===== config.mk =====
export PLATFORM = sky130hd
export DESIGN_NAME = queen_column_stepper_flat
export DESIGN_NICKNAME = d
export VERILOG_FILES = /design/src/rtl/queen_column_stepper_if.sv /design/src/rtl/queen_column_stepper.sv /design/src/flat_wrapper.sv
export SDC_FILE = /design/constraint.sdc
export NUM_CORES = 1
export LEC_CHECK = 0
export ABC_AREA = 0
export ABC_CLOCK_PERIOD_IN_PS = 5500
export CORE_MARGIN = 4
export CORE_UTILIZATION = 48
export CTS_BUF_LIST = sky130_fd_sc_hd__clkbuf_8
export CTS_CLUSTER_SIZE = 30
export DETAILED_ROUTE_END_ITERATION = 12
export PLACE_DENSITY = 0.86
export SYNTH_ARGS = -nofsm -noshare
export SYNTH_HDL_FRONTEND = slang
export SYNTH_SLANG_ARGS = --single-unit

===== constraint.sdc =====
create_clock -name clk -period 5.5 [get_ports clk]
set_input_delay 1.1 -clock clk [delete_from_list [all_inputs] [get_ports clk]]
set_output_delay 1.1 -clock clk [all_outputs]
set_load 0.05 [all_outputs]

===== src/rtl/queen_column_stepper_if.sv =====
// rtl/queen_column_stepper_if.sv - request/status bundle between the row controller and one column stepper
interface queen_column_stepper_if #(
   parameter int N = 8
);
   localparam int W = $clog2(N);

   logic          clear;
   logic          load;
   logic [W-1:0]  load_index;
   logic          step;
   logic [N-1:0]  mask;
   logic [N-1:0]  onehot;
   logic [W-1:0]  index;
   logic          valid;
   logic          exhausted;
   logic          load_error;

   modport master (
      output clear, load, load_index, step, mask,
      input  onehot, index, valid, exhausted, load_error
   );

   modport slave (
      input  clear, load, load_index, step, mask,
      output onehot, index, valid, exhausted, load_error
   );
endinterface


===== src/rtl/queen_column_stepper.sv =====
// rtl/queen_column_stepper.sv - registered queen column holder with load, clear and masked step-to-next-free-column
module queen_column_stepper #(
   parameter int N = 8
) (
   input  logic                 clk,
   input  logic                 rst,
   queen_column_stepper_if.slave bus
);
   localparam int W  = $clog2(N);
   localparam int W1 = W + 1;

   logic [W-1:0] index_q, index_d;
   logic         valid_q, valid_d;
   logic [N-1:0] onehot_q, onehot_d;
   logic         exhausted_q, exhausted_d;
   logic         load_error_q, load_error_d;

   logic [W1-1:0] search_start;
   logic          search_found;
   logic [W-1:0]  search_pick;
   logic          load_in_range;

   // Start is one bit wider than the index so index N-1 yields start N and finds nothing.
   always_comb begin
      search_start = '0;
      if (valid_q)
         search_start = W1'(index_q) + W1'(1);
   end

   // Descending scan leaves the lowest eligible column in search_pick.
   always_comb begin
      search_found = 1'b0;
      search_pick  = '0;
      for (int i = N - 1; i >= 0; i--) begin
         if (!bus.mask[i] && (W1'(i) >= search_start)) begin
            search_found = 1'b1;
            search_pick  = W'(i);
         end
      end
   end

   assign load_in_range = ({1'b0, bus.load_index} < W1'(N));

   always_comb begin
      index_d      = index_q;
      valid_d      = valid_q;
      exhausted_d  = 1'b0;
      load_error_d = 1'b0;
      if (bus.clear) begin
         index_d = '0;
         valid_d = 1'b0;
      end else if (bus.load) begin
         if (load_in_range) begin
            index_d = bus.load_index;
            valid_d = 1'b1;
         end else begin
            load_error_d = 1'b1;
         end
      end else if (bus.step) begin
         if (search_found) begin
            index_d = search_pick;
            valid_d = 1'b1;
         end else begin
            index_d     = '0;
            valid_d     = 1'b0;
            exhausted_d = 1'b1;
         end
      end
   end

   always_comb begin
      onehot_d = '0;
      if (valid_d)
         onehot_d = N'(1) << index_d;
   end

   always_ff @(posedge clk) begin
      if (rst) begin
         index_q      <= '0;
         valid_q      <= 1'b0;
         onehot_q     <= '0;
         exhausted_q  <= 1'b0;
         load_error_q <= 1'b0;
      end else begin
         index_q      <= index_d;
         valid_q      <= valid_d;
         onehot_q     <= onehot_d;
         exhausted_q  <= exhausted_d;
         load_error_q <= load_error_d;
      end
   end

   assign bus.index      = index_q;
   assign bus.valid      = valid_q;
   assign bus.onehot     = onehot_q;
   assign bus.exhausted  = exhausted_q;
   assign bus.load_error = load_error_q;
endmodule


===== src/flat_wrapper.sv =====
// flat-port wrapper written by rule: the top's interface ports become plain ports
module queen_column_stepper_flat 
#(
   parameter int N = 8
)
  (clk, rst, bus_clear, bus_load, bus_load_index, bus_step, bus_mask, bus_onehot, bus_index, bus_valid, bus_exhausted, bus_load_error);
  queen_column_stepper_if #(.N(N)) bus_i ();
  input  logic clk;
  input  logic rst;
  input wire logic [$bits(bus_i.clear)-1:0] bus_clear;
  input wire logic [$bits(bus_i.load)-1:0] bus_load;
  input wire logic [$bits(bus_i.load_index)-1:0] bus_load_index;
  input wire logic [$bits(bus_i.step)-1:0] bus_step;
  input wire logic [$bits(bus_i.mask)-1:0] bus_mask;
  output wire logic [$bits(bus_i.onehot)-1:0] bus_onehot;
  output wire logic [$bits(bus_i.index)-1:0] bus_index;
  output wire logic [$bits(bus_i.valid)-1:0] bus_valid;
  output wire logic [$bits(bus_i.exhausted)-1:0] bus_exhausted;
  output wire logic [$bits(bus_i.load_error)-1:0] bus_load_error;
  assign bus_i.clear = bus_clear;
  assign bus_i.load = bus_load;
  assign bus_i.load_index = bus_load_index;
  assign bus_i.step = bus_step;
  assign bus_i.mask = bus_mask;
  assign bus_onehot = bus_i.onehot;
  assign bus_index = bus_i.index;
  assign bus_valid = bus_i.valid;
  assign bus_exhausted = bus_i.exhausted;
  assign bus_load_error = bus_i.load_error;
  queen_column_stepper #(.N(N)) u_core (.clk(clk), .rst(rst), .bus(bus_i));
endmodule

==> results.txt <==
- Static leakage power: 0.398 nW
- Initial core utilization: 52.4%
- In this run, CTS created clock tree buffers numbering 3.
- Setup repair after global routing left no endpoint under its margin.
- Peak ir drop on the vdd network: 0.200 mV
- Share of total power in combinational logic: 24.6%
- From synthesis to final layout, the design area changed by 39.6%.
* Crit path max-delay family: buffers and inverters
* Critical Path AT: 1.79 ns
- At the end of routability-driven placement, the weighted congestion stood at 0.953.
- The count of nets left with antenna violations once routing finished came out at 0.
- For the worst-skew pair, the clock arrives at the later sink with an insertion delay of 0.24 ns.
* Final cell area excluding filler cells: 1130 µm²
- Number of gates resized after CTS: 0
* Routed vias/inst: 6.15
* Max clock buf depth: 2
- The tightest min-delay check is of the flop to flop type.
- Fraction of registers with async set or reset after synthesis: 0%
* Count of antenna diodes in the layout: 0
- Detailed Route Iter0 Violations: 34
- Internal power comes to 172 µW.
- Final max-slew violation count: 0
- For the final routed database, the setup TNS stands at 0 ns.
- Peak clock frequency supported by timing: 346 MHz
- Part of the power in the clock network: 33.1%
- Of the total power, the share spent switching nets is 28.8%.
- Count of buffers inserted at the top-level ports: 28
* Most common library cells after synthesis: sky130_fd_sc_hd__dfxtp_1, sky130_fd_sc_hd__a21oi_1, sky130_fd_sc_hd__nor2_1
- Core Box Area: 1540 µm²
- The worst setup path is launched from a flop.
- sky130_fd_sc_hd__dfxtp_1 takes more of the synthesized area than any other cell.
- Ratio of total power to cell area: 214 nW/µm²
* Delay contributed by the slowest stage of the critical path: 0.90 ns
- H-tree depth reported by CTS: 1
* Clock skew after layout: 0.00630 ns
* Share of final-layout standard cells stronger than drive strength 1: 6.50%
- Instance count of the mapped netlist: 96
* Top-level I/O count: 30
- After detailed routing, the average wire length per cell comes to 15.7 µm.
- Dividing the final minimum period by the clock period gives 52.5%.
- The number of buffers and inverters on the critical path is 1.
- Dpl cell area: 1080 µm²
- Detailed placement ended at an HPWL of 1680 µm.
* Share of synthesized area occupied by flip-flops and latches: 32.2%
- Number of flops mapped to enable cells by yosys: 0
- Max-cap violations in this run came to 0.
- Worst Path Max Fanout: 15
* Total via count after detailed routing: 855
* Hold-fix buffer count after cts: 0
- Main synth FF type: sky130_fd_sc_hd__dfxtp_1
- Global-route usage over all layers: 19.0%
- Synth Net Count: 113
* Final critical path time including I/O delays and setup: 2.89 ns
- TritonCTS built the clock tree.
- Global routing finished with a remaining overflow of 0.
- Final Setup Violations: 0
- The signal on the critical path passes through clkdlybuf4s50_1.
- Vias in the first global route: 809
- Entering global routing, the biggest net connects 16 pins.
* Row count: 14
- The floorplan step defined a die boundary enclosing 2400 µm².
* Outcome: finished clean
* Initial antenna violation count: 0
- The tree is rooted in a sky130_fd_sc_hd__clkbuf_8.
* Vert. Die Dim: 49.0 µm
- Remaining max-slew budget at the tightest pin: 51.9%
- In the final design database the tool counted 141 nets.
* Switching component of the power: 69.4 µW
- Post-detailed-route DRC marker count: 0
* Post-synthesis instance area: 808 µm²
- The share of synthesized area in the top cell type comes to 32.2%.
* Width of the chip: 49.0 µm
* First-pass GRT wire length: 3710 µm
- Final hold analysis gives a worst-case slack of 0.889 ns.
* Worst-margin pin slew: 0.716 ns
- Router iterations before antenna repair: 4
- Total clock sinks: 13
- Clock-pin transition on the worst setup and hold timing paths: 0.05 ns
* Power share of the sequential group: 42.2%
- sky130_fd_sc_hd__dfxtp_1 is the most common cell in the netlist.
- The worst setup path is captured at an output port.
* Final wirelength: 2180 µm
- Yosys printed 0 warnings.
- Total of flip-flops plus latches after synthesis: 13
- In the post-synthesis netlist, the biggest area contributors are sky130_fd_sc_hd__dfxtp_1, sky130_fd_sc_hd__a21oi_1, sky130_fd_sc_hd__nor2_1.
- The worst setup path is of the flop to output port kind.
- Total setup buffers inserted after CTS: 0
- CP required: 4.40 ns
* Synthesized area per cell: 8.42 µm²
* Count of distinct cell types in the synthesized netlist: 46
* Cell with the biggest individual delay on the critical path: sky130_fd_sc_hd__clkdlybuf4s50_1
- The count of endpoints failing hold in the final timing report came to 0.
cells in the final DEF (no fill, tap or decap), types with 2 or more instances in the layout:
| cell type | synthesis | final |
|---|---|---|
| sky130_fd_sc_hd__o21ai_0 | 2 | 2 |
| sky130_fd_sc_hd__nor4_1 | 4 | 4 |
| sky130_fd_sc_hd__a31oi_1 | 3 | 3 |
| sky130_fd_sc_hd__clkbuf_8 | 0 | 3 |
| sky130_fd_sc_hd__nand2_1 | 3 | 3 |
| sky130_fd_sc_hd__nor3_1 | 5 | 5 |
| sky130_fd_sc_hd__nor2_1 | 7 | 7 |
| sky130_fd_sc_hd__o21ai_1 | 2 | 2 |
| sky130_fd_sc_hd__o311ai_1 | 2 | 2 |
| sky130_fd_sc_hd__clkdlybuf4s50_1 | 0 | 28 |
| sky130_fd_sc_hd__a31o_2 | 2 | 2 |
| sky130_fd_sc_hd__and2_1 | 3 | 3 |
| sky130_fd_sc_hd__nor2b_1 | 2 | 2 |
| sky130_fd_sc_hd__nand3_1 | 2 | 2 |
| sky130_fd_sc_hd__a21oi_1 | 7 | 7 |
| sky130_fd_sc_hd__nand2b_1 | 3 | 3 |
| sky130_fd_sc_hd__o311ai_0 | 2 | 2 |
| sky130_fd_sc_hd__inv_1 | 2 | 3 |
| sky130_fd_sc_hd__dfxtp_1 | 13 | 13 |
| sky130_fd_sc_hd__o21a_1 | 2 | 2 |
layer usage:
layer | GRT usage [%] | vias up | part of all wire (%)
li1 | - | 423 | -
met1 | 24.7 | 392 | 45
met2 | 28.5 | 36 | 45
met3 | 8.87 | 4 | 8.2
met4 | 4.48 | 0 | 0.87
met5 | 0 | - | 0
stage by stage:
stage               utilization [%]  power, mW  instances  worst slack [ns]
detailed placement             70.3      0.162        135              2.42
finish                         73.2      0.241        139              2.61
floorplan                         -      0.139         96              3.01
CTS                            73.2      0.242        139              2.64
global placement               70.3      0.161        135              2.47
global route                   73.2      0.254        139              2.49
final cells by class:
class,count,area [µm²]
Clock buffer,3,41.3
Timing Repair Buffer,28,280
Clock inverter,1,3.75
Multi-Input combinational cell,76,515
Inverter,2,7.51
Tap cell,16,20.0
Fill cell,126,413
Sequential cell,13,260
sequential cells by signal, summed over array words and instances, names as in the netlist:
| name | flops |
|---|---|
| u_core.bus.onehot | 8 |
| u_core.bus.index | 3 |
| u_core.bus.exhausted | 1 |
| u_core.bus.valid | 1 |
logic make-up (layout without fill, tap and decap cells):
family	Yosys count	count (layout)	synth area share (%)
buffers and inverters	7	34	4.03
xor gates and xnor gates	1	1	2.01
other	1	1	0.464
DFF	13	13	32.2
AOI/OAI and AO/OA	32	32	28.9
and+or+nand+nor	41	41	30.8
adders and majority gates	1	1	1.55
path summary, 6_finish.rpt:
path / start / slack [ns] / endpoint / cells past startpoint
min reg2reg: u_core.bus.index[1] / 0.89 / u_core.bus.valid / 4
max reg2reg: u_core.bus.index[0] / 3.00 / u_core.bus.onehot[7] / 6
max: u_core.bus.valid / 2.61 / bus_valid / 1
min: u_core.bus.index[1] / 0.89 / u_core.bus.valid / 4
power groups by stage:
stage          clock network, mW  logic [mW]  registers, mW
4_1_cts                   0.0813      0.0591          0.102
2_1_floorplan                  0      0.0284          0.110
6_report                  0.0800      0.0595          0.102
3_3_place_gp                   0      0.0577          0.103
5_1_grt                   0.0872      0.0640          0.102
3_5_place_dp                   0      0.0587          0.104
Power figures use the tool's default switching activity.
